--- src/rtl/rv32i_types.sv ---
`default_nettype none
// ============================================================================
// Module   : rv32i_types (package)
// Brief    : Branch-predictor update scheduler defaults, state enum and the
//            2-bit counter update function.
// Revision : 1.0
// ============================================================================
package rv32i_types;

    localparam int c_GHR_DEPTH    = 30;
    localparam int c_PHT_DEPTH    = 10;
    localparam int c_QDEPTH       = 4;
    localparam int c_STARVE_LIMIT = 8;

    localparam logic [1:0] c_CTR_INIT = 2'b01;

    typedef enum logic [1:0] {
        ST_INIT    = 2'd0,
        ST_IDLE    = 2'd1,
        ST_RMW_CAP = 2'd2,
        ST_RMW_WR  = 2'd3
    } bp_sched_state_t;

    // A mispredict moves the counter toward the opposite direction; a correct
    // prediction only strengthens the weak states.
    function automatic logic [1:0] bp_ctr_next(input logic [1:0] old_ctr,
                                               input logic       mispredict);
        logic [1:0] result;
        result = old_ctr;
        if (mispredict) begin
            result = old_ctr[1] ? (old_ctr - 2'd1) : (old_ctr + 2'd1);
        end else begin
            case (old_ctr)
                2'b10:   result = 2'b11;
                2'b01:   result = 2'b00;
                default: result = old_ctr;
            endcase
        end
        return result;
    endfunction

endpackage
`default_nettype wire

--- src/rtl/bp_update_scheduler_fifo.sv ---
`default_nettype none
// ============================================================================
// Module   : bp_update_fifo
// Brief    : Small synchronous FIFO holding pending PHT updates.
// Revision : 1.0
// ============================================================================
module bp_update_fifo #(
    parameter int WIDTH = 11,
    parameter int DEPTH = 4
) (
    input  logic             clk,
    input  logic             rst,
    input  logic             push_valid,
    output logic             push_ready,
    input  logic [WIDTH-1:0] push_data,
    input  logic             pop,
    output logic [WIDTH-1:0] head_data,
    output logic             full,
    output logic             empty
);
    localparam int c_AW = (DEPTH > 1) ? $clog2(DEPTH) : 1;
    localparam int c_CW = c_AW + 1;

    logic [WIDTH-1:0] r_mem [DEPTH];
    logic [c_AW-1:0]  r_wr_ptr;
    logic [c_AW-1:0]  r_rd_ptr;
    logic [c_CW-1:0]  r_count;
    logic             w_push;
    logic             w_pop;

    assign full       = (r_count == c_CW'(DEPTH));
    assign empty      = (r_count == '0);
    assign push_ready = !full;
    assign w_push     = push_valid && push_ready;
    assign w_pop      = pop && !empty;
    assign head_data  = r_mem[r_rd_ptr];

    always_ff @(posedge clk) begin
        if (w_push) begin
            r_mem[r_wr_ptr] <= push_data;
        end
    end

    always_ff @(posedge clk) begin
        if (rst) begin
            r_wr_ptr <= '0;
            r_rd_ptr <= '0;
            r_count  <= '0;
        end else begin
            if (w_push) begin
                r_wr_ptr <= (r_wr_ptr == c_AW'(DEPTH - 1)) ? '0 : r_wr_ptr + c_AW'(1);
            end
            if (w_pop) begin
                r_rd_ptr <= (r_rd_ptr == c_AW'(DEPTH - 1)) ? '0 : r_rd_ptr + c_AW'(1);
            end
            case ({w_push, w_pop})
                2'b10:   r_count <= r_count + c_CW'(1);
                2'b01:   r_count <= r_count - c_CW'(1);
                default: r_count <= r_count;
            endcase
        end
    end

endmodule
`default_nettype wire

--- src/rtl/bp_update_scheduler.sv ---
`default_nettype none
// ============================================================================
// Module   : bp_update_scheduler
// Brief    : Arbitrates a single PHT port between fetch lookups and queued
//            read-modify-write counter updates; owns the global history.
// Revision : 1.0
// ============================================================================
module bp_update_scheduler
    import rv32i_types::*;
#(
    parameter int GHR_DEPTH    = c_GHR_DEPTH,
    parameter int PHT_DEPTH    = c_PHT_DEPTH,
    parameter int QDEPTH       = c_QDEPTH,
    parameter int STARVE_LIMIT = c_STARVE_LIMIT
) (
    input  logic                 clk,
    input  logic                 rst,
    input  logic                 commit_valid,
    input  logic                 commit_taken,
    input  logic                 commit_mispredict,
    input  logic [31:0]          commit_pc,
    output logic                 commit_ready,
    input  logic                 fetch_req,
    input  logic [31:0]          fetch_pc,
    output logic                 fetch_gnt,
    output logic                 fetch_rsp_valid,
    output logic                 fetch_take,
    output logic                 pht_en,
    output logic                 pht_we,
    output logic [PHT_DEPTH-1:0] pht_addr,
    output logic [1:0]           pht_wdata,
    input  logic [1:0]           pht_rdata,
    output logic [GHR_DEPTH-1:0] ghr
);
    localparam int c_ENTRY_W = PHT_DEPTH + 1;
    localparam int c_SW      = $clog2(STARVE_LIMIT + 1);

    bp_sched_state_t      r_state, w_state_nxt;
    logic [PHT_DEPTH-1:0] r_init_addr;
    logic [GHR_DEPTH-1:0] r_ghr;
    logic [c_SW-1:0]      r_starve;
    logic [1:0]           r_new_ctr;
    logic                 r_rsp_valid;

    logic                 w_fifo_ready, w_fifo_full, w_fifo_empty;
    logic                 w_push, w_pop;
    logic [c_ENTRY_W-1:0] w_head;
    logic [PHT_DEPTH-1:0] w_commit_idx, w_fetch_idx;
    logic                 w_upd_pending, w_force, w_upd_issue;
    logic                 w_unused;

    assign w_commit_idx = r_ghr[PHT_DEPTH-1:0] ^ commit_pc[PHT_DEPTH+1:2];
    assign w_fetch_idx  = r_ghr[PHT_DEPTH-1:0] ^ fetch_pc[PHT_DEPTH+1:2];

    assign commit_ready = !rst && (r_state != ST_INIT) && w_fifo_ready;
    assign w_push       = commit_valid && commit_ready;

    // An update is pending whenever it could use the port this cycle; it only
    // loses to fetch until the starvation counter saturates.
    assign w_upd_pending = ((r_state == ST_IDLE) && !w_fifo_empty) || (r_state == ST_RMW_WR);
    assign w_force       = (r_starve >= c_SW'(STARVE_LIMIT));
    assign w_upd_issue   = !rst && w_upd_pending && (!fetch_req || w_force);
    assign fetch_gnt     = !rst && fetch_req && (r_state != ST_INIT) && !w_upd_issue;
    assign w_pop         = w_upd_issue && (r_state == ST_RMW_WR);

    assign fetch_rsp_valid = !rst && r_rsp_valid;
    assign fetch_take      = fetch_rsp_valid && pht_rdata[1];
    assign ghr             = r_ghr;

    assign w_unused = ^{commit_pc[31:PHT_DEPTH+2], commit_pc[1:0],
                        fetch_pc[31:PHT_DEPTH+2], fetch_pc[1:0], w_fifo_full};

    bp_update_fifo #(
        .WIDTH (c_ENTRY_W),
        .DEPTH (QDEPTH)
    ) u_fifo (
        .clk        (clk),
        .rst        (rst),
        .push_valid (w_push),
        .push_ready (w_fifo_ready),
        .push_data  ({commit_mispredict, w_commit_idx}),
        .pop        (w_pop),
        .head_data  (w_head),
        .full       (w_fifo_full),
        .empty      (w_fifo_empty)
    );

    always_comb begin
        w_state_nxt = r_state;
        pht_en      = 1'b0;
        pht_we      = 1'b0;
        pht_addr    = '0;
        pht_wdata   = '0;
        case (r_state)
            ST_INIT: begin
                pht_en    = 1'b1;
                pht_we    = 1'b1;
                pht_addr  = r_init_addr;
                pht_wdata = c_CTR_INIT;
                if (&r_init_addr) begin
                    w_state_nxt = ST_IDLE;
                end
            end
            ST_IDLE: begin
                if (w_upd_issue) begin
                    pht_en      = 1'b1;
                    pht_addr    = w_head[PHT_DEPTH-1:0];
                    w_state_nxt = ST_RMW_CAP;
                end
            end
            ST_RMW_CAP: begin
                w_state_nxt = ST_RMW_WR;
            end
            ST_RMW_WR: begin
                if (w_upd_issue) begin
                    pht_en      = 1'b1;
                    pht_we      = 1'b1;
                    pht_addr    = w_head[PHT_DEPTH-1:0];
                    pht_wdata   = r_new_ctr;
                    w_state_nxt = ST_IDLE;
                end
            end
            default: w_state_nxt = ST_INIT;
        endcase
        if (fetch_gnt) begin
            pht_en   = 1'b1;
            pht_addr = w_fetch_idx;
        end
        if (rst) begin
            pht_en = 1'b0;
            pht_we = 1'b0;
        end
    end

    always_ff @(posedge clk) begin
        if (rst) begin
            r_state     <= ST_INIT;
            r_init_addr <= '0;
            r_ghr       <= '0;
            r_starve    <= '0;
            r_new_ctr   <= '0;
            r_rsp_valid <= 1'b0;
        end else begin
            r_state     <= w_state_nxt;
            r_rsp_valid <= fetch_gnt;
            if (r_state == ST_INIT) begin
                r_init_addr <= r_init_addr + PHT_DEPTH'(1);
            end
            if (w_push) begin
                r_ghr <= {r_ghr[GHR_DEPTH-2:0], commit_taken};
            end
            if (w_upd_issue) begin
                r_starve <= '0;
            end else if (w_upd_pending) begin
                r_starve <= r_starve + c_SW'(1);
            end
            if (r_state == ST_RMW_CAP) begin
                r_new_ctr <= bp_ctr_next(pht_rdata, w_head[PHT_DEPTH]);
            end
        end
    end

endmodule
`default_nettype wire

--- config.mk ---
export PLATFORM = sky130hd
export DESIGN_NAME = bp_update_scheduler
export DESIGN_NICKNAME = d
export VERILOG_FILES = /design/src/rtl/rv32i_types.sv /design/src/rtl/bp_update_scheduler_fifo.sv /design/src/rtl/bp_update_scheduler.sv
export SDC_FILE = /design/constraint.sdc
export NUM_CORES = 1
export LEC_CHECK = 0
export ABC_AREA = 1
export BUFFER_PORTS_ARGS = -buffer_cell sky130_fd_sc_hd__buf_2
export CAP_MARGIN = 20
export CORE_MARGIN = 2
export CORE_UTILIZATION = 53
export DETAILED_ROUTE_END_ITERATION = 16
export PLACE_DENSITY_LB_ADDON = 0.08
export SLEW_MARGIN = 10
export SYNTH_ARGS = -nofsm -noshare
export SYNTH_HDL_FRONTEND = slang
export SYNTH_HIERARCHICAL = 1
export SYNTH_SLANG_ARGS = --single-unit
--- constraint.sdc ---
create_clock -name clk -period 3.19 [get_ports clk]
set_input_delay 0.638 -clock clk [delete_from_list [all_inputs] [get_ports clk]]
set_output_delay 0.638 -clock clk [all_outputs]
set_load 0.02 [all_outputs]
=== After elaboration in Yosys (flattened, before gate mapping) ===
Memory sizes are Yosys's and may differ from the RTL's. A register that Yosys moved wholly into a read port is not among the register bits.
Index checks and enable logic that the tools add are counted.

* Flip-flop bits (word level): 56
* RAM bits: 44
* Input bits: 72
* Output and inout port bits: 48
* Logic and storage cells: 88
* Memories kept: 1

{| class="wikitable"
|+ Memory list
! memory !! words !! width !! rd ports !! clocked after Yosys merged registers in !! write ports !! line !! RTL
|-
| u_fifo.r_mem || 4 || 11 || 1 || 1 || 1 || bp_update_scheduler_fifo.sv:24 || <nowiki>logic [WIDTH-1:0] r_mem [DEPTH];</nowiki>
|}

* Add/sub/neg operators: 8
* Magnitude comparators: 1
* Eq/ne operators: 13
* Muxes and demuxes: 25
* Bitwise logic cells: 2
* Reductions and logical operators: 29

{| class="wikitable"
|+ Operators with widths
! kind !! count
|-
| $mux W10 || 2
|-
| $mux W2 || 10
|-
| $pmux W10 S2 || 1
|-
| $xor A10 B10 Y10 || 2
|-
| $logic_and A1 B1 Y1 || 14
|-
| $eq A2 B2 Y1 const B || 6
|-
| $add A10 B1 Y10 const B || 1
|-
| $reduce_and A10 Y1 || 1
|-
| $pmux W2 S2 || 2
|-
| $pmux W2 S4 || 1
|-
| $add A2 B1 Y2 const B || 3
|-
| $eq A2 B1 Y1 const B || 3
|-
| $mux W1 || 6
|-
| $ne A2 B2 Y1 const B || 3
|-
| $pmux W3 S2 || 1
|-
| $logic_not A1 Y1 || 5
|-
| $add A4 B1 Y4 const B || 1
|-
| $ge A4 B4 Y1 const B || 1
|-
| $pmux W1 S2 || 2
|-
| $reduce_bool A2 Y1 || 2
|-
| $reduce_or A2 Y1 || 2
|-
| $add A3 B1 Y3 const B || 1
|-
| $eq A3 B3 Y1 const B || 1
|-
| $logic_not A3 Y1 || 1
|-
| 5 further kinds || 6
|}

=== Longest topological paths before layout ===
* Word-level depth: 10
* Mapped depth: 22

=== Cells and area by module ===
Netlist, hierarchy kept.

{| class="wikitable"
|+ By module, submodules not included
! module !! times used !! cells each !! area an instance (µm²) !! sequential area each (µm²)
|-
| bp_update_scheduler || 1 || 388 || 2558.7 || 980.9
|-
| bp_update_fifo || 1 || 179 || 2167.1 || 1501.4
|}

=== Worst setup path before layout ===
Ideal clock, no wire load.

* Path kind: input -> register
* From: input port rst
* To: register u_fifo.r_count[2]
* Library setup time: 0.110 ns
* Data arrival time: 2.253 ns
* Required time: 3.080 ns
* Slack: 0.827 ns
* Stages: 18
* Path buffers: 2
* Cell sequence: buf_6 -> a21oi_1 -> nand2_2 -> buf_6 -> inv_2 -> nand2_1 -> inv_1 -> nand2_2 -> inv_1 -> ha_1 -> inv_1 -> fa_1 -> inv_1 -> nand2_1 -> nand3_1 -> nand2_1 -> inv_1 -> nor2_1

* Cells in the longest elaborated chain, start to end: 7
* Elaborated cells on any way between the ends: 13
* Those cells by class: eq/ne (2); mux (1); reduce/logical (10)

{| class="wikitable"
|+ Ends and longest elaborated chain
! item !! line !! RTL
|-
| from (decl) || bp_update_scheduler.sv:17 || <nowiki>input logic rst,</nowiki>
|-
| $logic_not A1 Y1 * || bp_update_scheduler.sv:62 || <nowiki>assign w_upd_issue = !rst && w_upd_pending && (!fetch_req || w_force);</nowiki>
|-
| $logic_and A1 B1 Y1 * (2 in series) || bp_update_scheduler.sv:62 ||
|-
| $logic_and A1 B1 Y1 * || bp_update_scheduler.sv:64 || <nowiki>assign w_pop = w_upd_issue && (r_state == ST_RMW_WR);</nowiki>
|-
| net w_pop || bp_update_scheduler.sv:46 || <nowiki>logic w_push, w_pop;</nowiki>
|-
| $logic_and A1 B1 Y1 * || bp_update_scheduler_fifo.sv:35 || <nowiki>assign w_pop = pop && !empty;</nowiki>
|-
| net u_fifo.w_pop || bp_update_scheduler_fifo.sv:29 || <nowiki>logic w_pop;</nowiki>
|-
| $eq A2 B1 Y1 or $eq A2 B2 Y1 (tied branches) || bp_update_scheduler_fifo.sv:56 || <nowiki>case ({w_push, w_pop})</nowiki>
|-
| $pmux W3 S2 or $reduce_bool A2 Y1 (tied branches) || - ||
|-
| to (signal assigned) || bp_update_scheduler_fifo.sv:57 || <nowiki>2'b10: r_count <= r_count + c_CW'(1);</nowiki>
|-
| to (signal assigned) || bp_update_scheduler_fifo.sv:58 || <nowiki>2'b01: r_count <= r_count - c_CW'(1);</nowiki>
|-
| to (signal assigned) || bp_update_scheduler_fifo.sv:59 || <nowiki>default: r_count <= r_count;</nowiki>
|-
| to (decl) || bp_update_scheduler_fifo.sv:27 || <nowiki>logic [c_CW-1:0] r_count;</nowiki>
|}

Mark *: on every way through the listed nets, which the timed path passes. The rest lies on a longest branch.
A chain may end at the register's enable or synchronous reset.

=== Worst setup path in the final report ===
* From: register r_state[1]
* To: output port pht_addr[9]

* Cells in the longest elaborated chain, start to end: 8
* Elaborated cells on any way between the ends: 15
* Those cells by class: eq/ne (2); mux (3); reduce/logical (10)

{| class="wikitable"
|+ Ends and longest elaborated chain
! item !! line !! RTL
|-
| from (decl) || bp_update_scheduler.sv:38 || <nowiki>bp_sched_state_t r_state, w_state_nxt;</nowiki>
|-
| from (signal assigned) || bp_update_scheduler.sv:144 || <nowiki>r_state <= w_state_nxt;</nowiki>
|-
| $eq A2 B1 Y1 || bp_update_scheduler.sv:60, bp_update_scheduler.sv:94 ||
|-
| $logic_and A1 B1 Y1 || bp_update_scheduler.sv:60 || <nowiki>assign w_upd_pending = ((r_state == ST_IDLE) && !w_fifo_empty) || (r_state == ST_RMW_WR);</nowiki>
|-
| $logic_or A1 B1 Y1 || bp_update_scheduler.sv:60 ||
|-
| $logic_and A1 B1 Y1 (2 in series) || bp_update_scheduler.sv:62 ||
|-
| $mux W10 or $logic_not A1 Y1 (tied branches) || bp_update_scheduler.sv:105, bp_update_scheduler.sv:115, bp_update_scheduler.sv:63 ||
|-
| $pmux W10 S2 or $logic_and A1 B1 Y1 (tied branches) || bp_update_scheduler.sv:94, bp_update_scheduler.sv:63 ||
|-
| $mux W10 * || bp_update_scheduler.sv:125 || <nowiki>if (fetch_gnt) begin</nowiki>
|-
| to (decl) || bp_update_scheduler.sv:30 || <nowiki>output logic [PHT_DEPTH-1:0] pht_addr,</nowiki>
|}

Every way passes the cells marked *; elsewhere a longest branch is shown, timed or not.

==> key figures <==
Run status
  • Status: finished clean

Floorplanning
  • # IOs: 120
  • Chip width: 98.4 um
  • Die area: 0.00968 mm^2
  • Initial Utilization: 0.544
  • Core area: 0.00868 mm^2
  • DIE HEIGHT: 98.4 um
  • # rows: 34

Global route
  • Vias in the first global route: 3617
  • Total track usage: 0.223
  • GRT overflow: 0
  • Global-route wire length before repair: 17000 um
  • Largest net degree at the start of global routing: 36
  • Antenna violations before repair: 0

Routing
  • Drt total wl: 10400 um
  • Vias per Instance: 5.12
  • ANT nets after route: 0
  • Number of DRC markers in iteration 0: 132
  • Vias: 3849
  • Pre-antenna DRT Iters: 4
  • Avg WL per Cell: 13.9 um
  • Residual DRC count: 0

Cells and area
  • Layout cells sized above 1: 0.183
  • Ant. Diodes: 0
  • Fillcell total: 763
  • Area grow syn2layout: 13.1%
  • NumNets Final: 726
  • Fin cells: 752

Pwr
  • Gate power share: 0.034
  • Switch Pwr: 0.510 mW
  • Net Sw Frac: 0.233
  • Pwr/cell area: 411 mW/mm^2
  • Peak VDD IR: 305 uV
  • Seq pwr share: 0.623
  • Clock power frac: 0.343
  • Cell-internal power: 1.68 mW
  • Leakage power: 2.26 nW

Synth
  • Syn avg cell area: 8.34 um^2
  • Mapped cell area: 0.00472 mm^2
  • Synth Instances: 566
  • Ys Warns: 6
  • Syn_nets: 653

Hold path
  • Worst min-delay path category: flip-flop to flip-flop

STA
  • Final worst path period share: 0.914
  • Achievable Freq: 0.343 GHz
  • Slew HR: 0.679
  • Fin. Hold Viols: 0
  • RSZ-0062 raised after global routing: no
  • WHS: 0.468 ns
  • # setup viols final: 0
  • Clk_skew: 0.0134 ns
  • Post-route setup TNS: 0 ns
  • Min Tclk post-route: 2.92 ns
  • Pins over their slew limit: 0
  • Slew @ Worst Pin: 0.481 ns

Setup path
  • CP Capture Type: output port
  • Worst Path Max Fanout: 13
  • CP Data Arrival Time: 2.28 ns
  • WS Path Type: flip-flop to output port
  • Critical Path RT: 2.55 ns
  • Worst setup SP type: flip-flop

Clocking
  • Post-CTS sizing: 0
  • Clock sink count: 102
  • Worst skew pair latency: 0.37 ns
  • CTS tree: done
  • Post-CTS Setup Repair Bufs: 0
  • Total CTS buffers: 9
  • Clock Root Buffer: clkbuf_8
  • Max clock buf depth: 2
  • H-tree depth: 3
  • Post-CTS Hold Fix Bufs: 0
  • Clk pin slew, worst setup/hold paths: 0.11 ns

Placed design
  • Buffers on Ports: 75
  • DP Cell Count: 736
  • Post-detail-place hpwl: 7250 um
  • Final estimated routing congestion in global placement: 0.892

Run
  • Max-Cap Viols: 0
[worst max-delay path, stage by stage (launching register included)]
cell,delay (ns)
dfxtp_1,0.39
inv_1,0.11
ha_1,0.21
nand2_1,0.12
nand2_2,0.11
nand2_2,0.24
nand2_2,0.25
nor2_1,0.15
nand2_1,0.07
nand2_1,0.09
buf_2,0.17
[registers in the layout, summed over array words and instances (netlist names), named ones only]
signal	cells
r_rsp_valid	1
r_init_addr	10
u_fifo/r_count	3
r_state	2
u_fifo/r_rd_ptr	2
u_fifo/r_mem	44
r_starve	4
r_new_ctr	2
ghr	30
u_fifo/r_wr_ptr	2
[per-stage QoR]
stage                     power, mW  utilization  instance area (um^2)  worst slack, ns
after floorplan                1.44            -                  4720            0.827
after global placement         1.47        0.594                  5150            0.494
after detailed placement       1.47        0.594                  5150            0.446
after CTS                      2.21        0.615                  5340           0.0850
after global routing           2.28        0.615                  5340            0.113
final                          2.19        0.615                  5340            0.274
[cell usage in the layout, fill, tap and decap left out, drive strengths merged]
master / instances
a21oi: 48
and3: 1
buf: 84
clkbuf: 9
clkinv: 6
clkinvlp: 1
dfxtp: 58
edfxtp: 44
fa: 1
ha: 14
inv: 55
nand2: 157
nand3: 8
nand3b: 2
nand4: 2
nor2: 82
nor3: 7
o21ai: 34
o21bai: 2
o22ai: 18
xnor2: 1
xor2: 10
[path summary, 6_finish.rpt]
check                           startpoint                end  slack [ns]  depth (start not counted)
worst max-delay path            r_state[1]        pht_addr[9]        0.27                         10
worst min-delay path               ghr[29]            ghr[29]        0.47                          2
worst max register to register  r_state[0]  u_fifo/r_count[2]        0.45                         17
worst min register to register     ghr[29]            ghr[29]        0.47                          2
[routing by layer]
layer | track usage | wire length [um] | vias up
li1 | - | - | 1977
met1 | 0.268 | 4470 | 1742
met2 | 0.384 | 4990 | 114
met3 | 0.0644 | 740 | 16
met4 | 0.0748 | 226 | 0
met5 | 0 | 0 | -
[power groups by stage]
| stage | Sequential [mW] | Clock, mW | Combinational, mW |
|---|---|---|---|
| 2_1_floorplan | 1.39 | 0 | 0.0422 |
| 3_3_place_gp | 1.40 | 0 | 0.0729 |
| 3_5_place_dp | 1.40 | 0 | 0.0749 |
| 4_1_cts | 1.37 | 0.773 | 0.0755 |
| 5_1_grt | 1.37 | 0.826 | 0.0842 |
| 6_report | 1.37 | 0.753 | 0.0750 |
[cell type report]
class	count	area (um^2)	area share
clock buffer	9	124	0.0232
clock inverter	7	57.6	0.0108
inverter	55	208	0.0389
multi-input combinational	387	1890	0.354
sequential	102	2480	0.465
tap	108	135	0.0253
timing repair buffer	84	443	0.0829
Note: power is estimated with default switching activity, not from simulation.
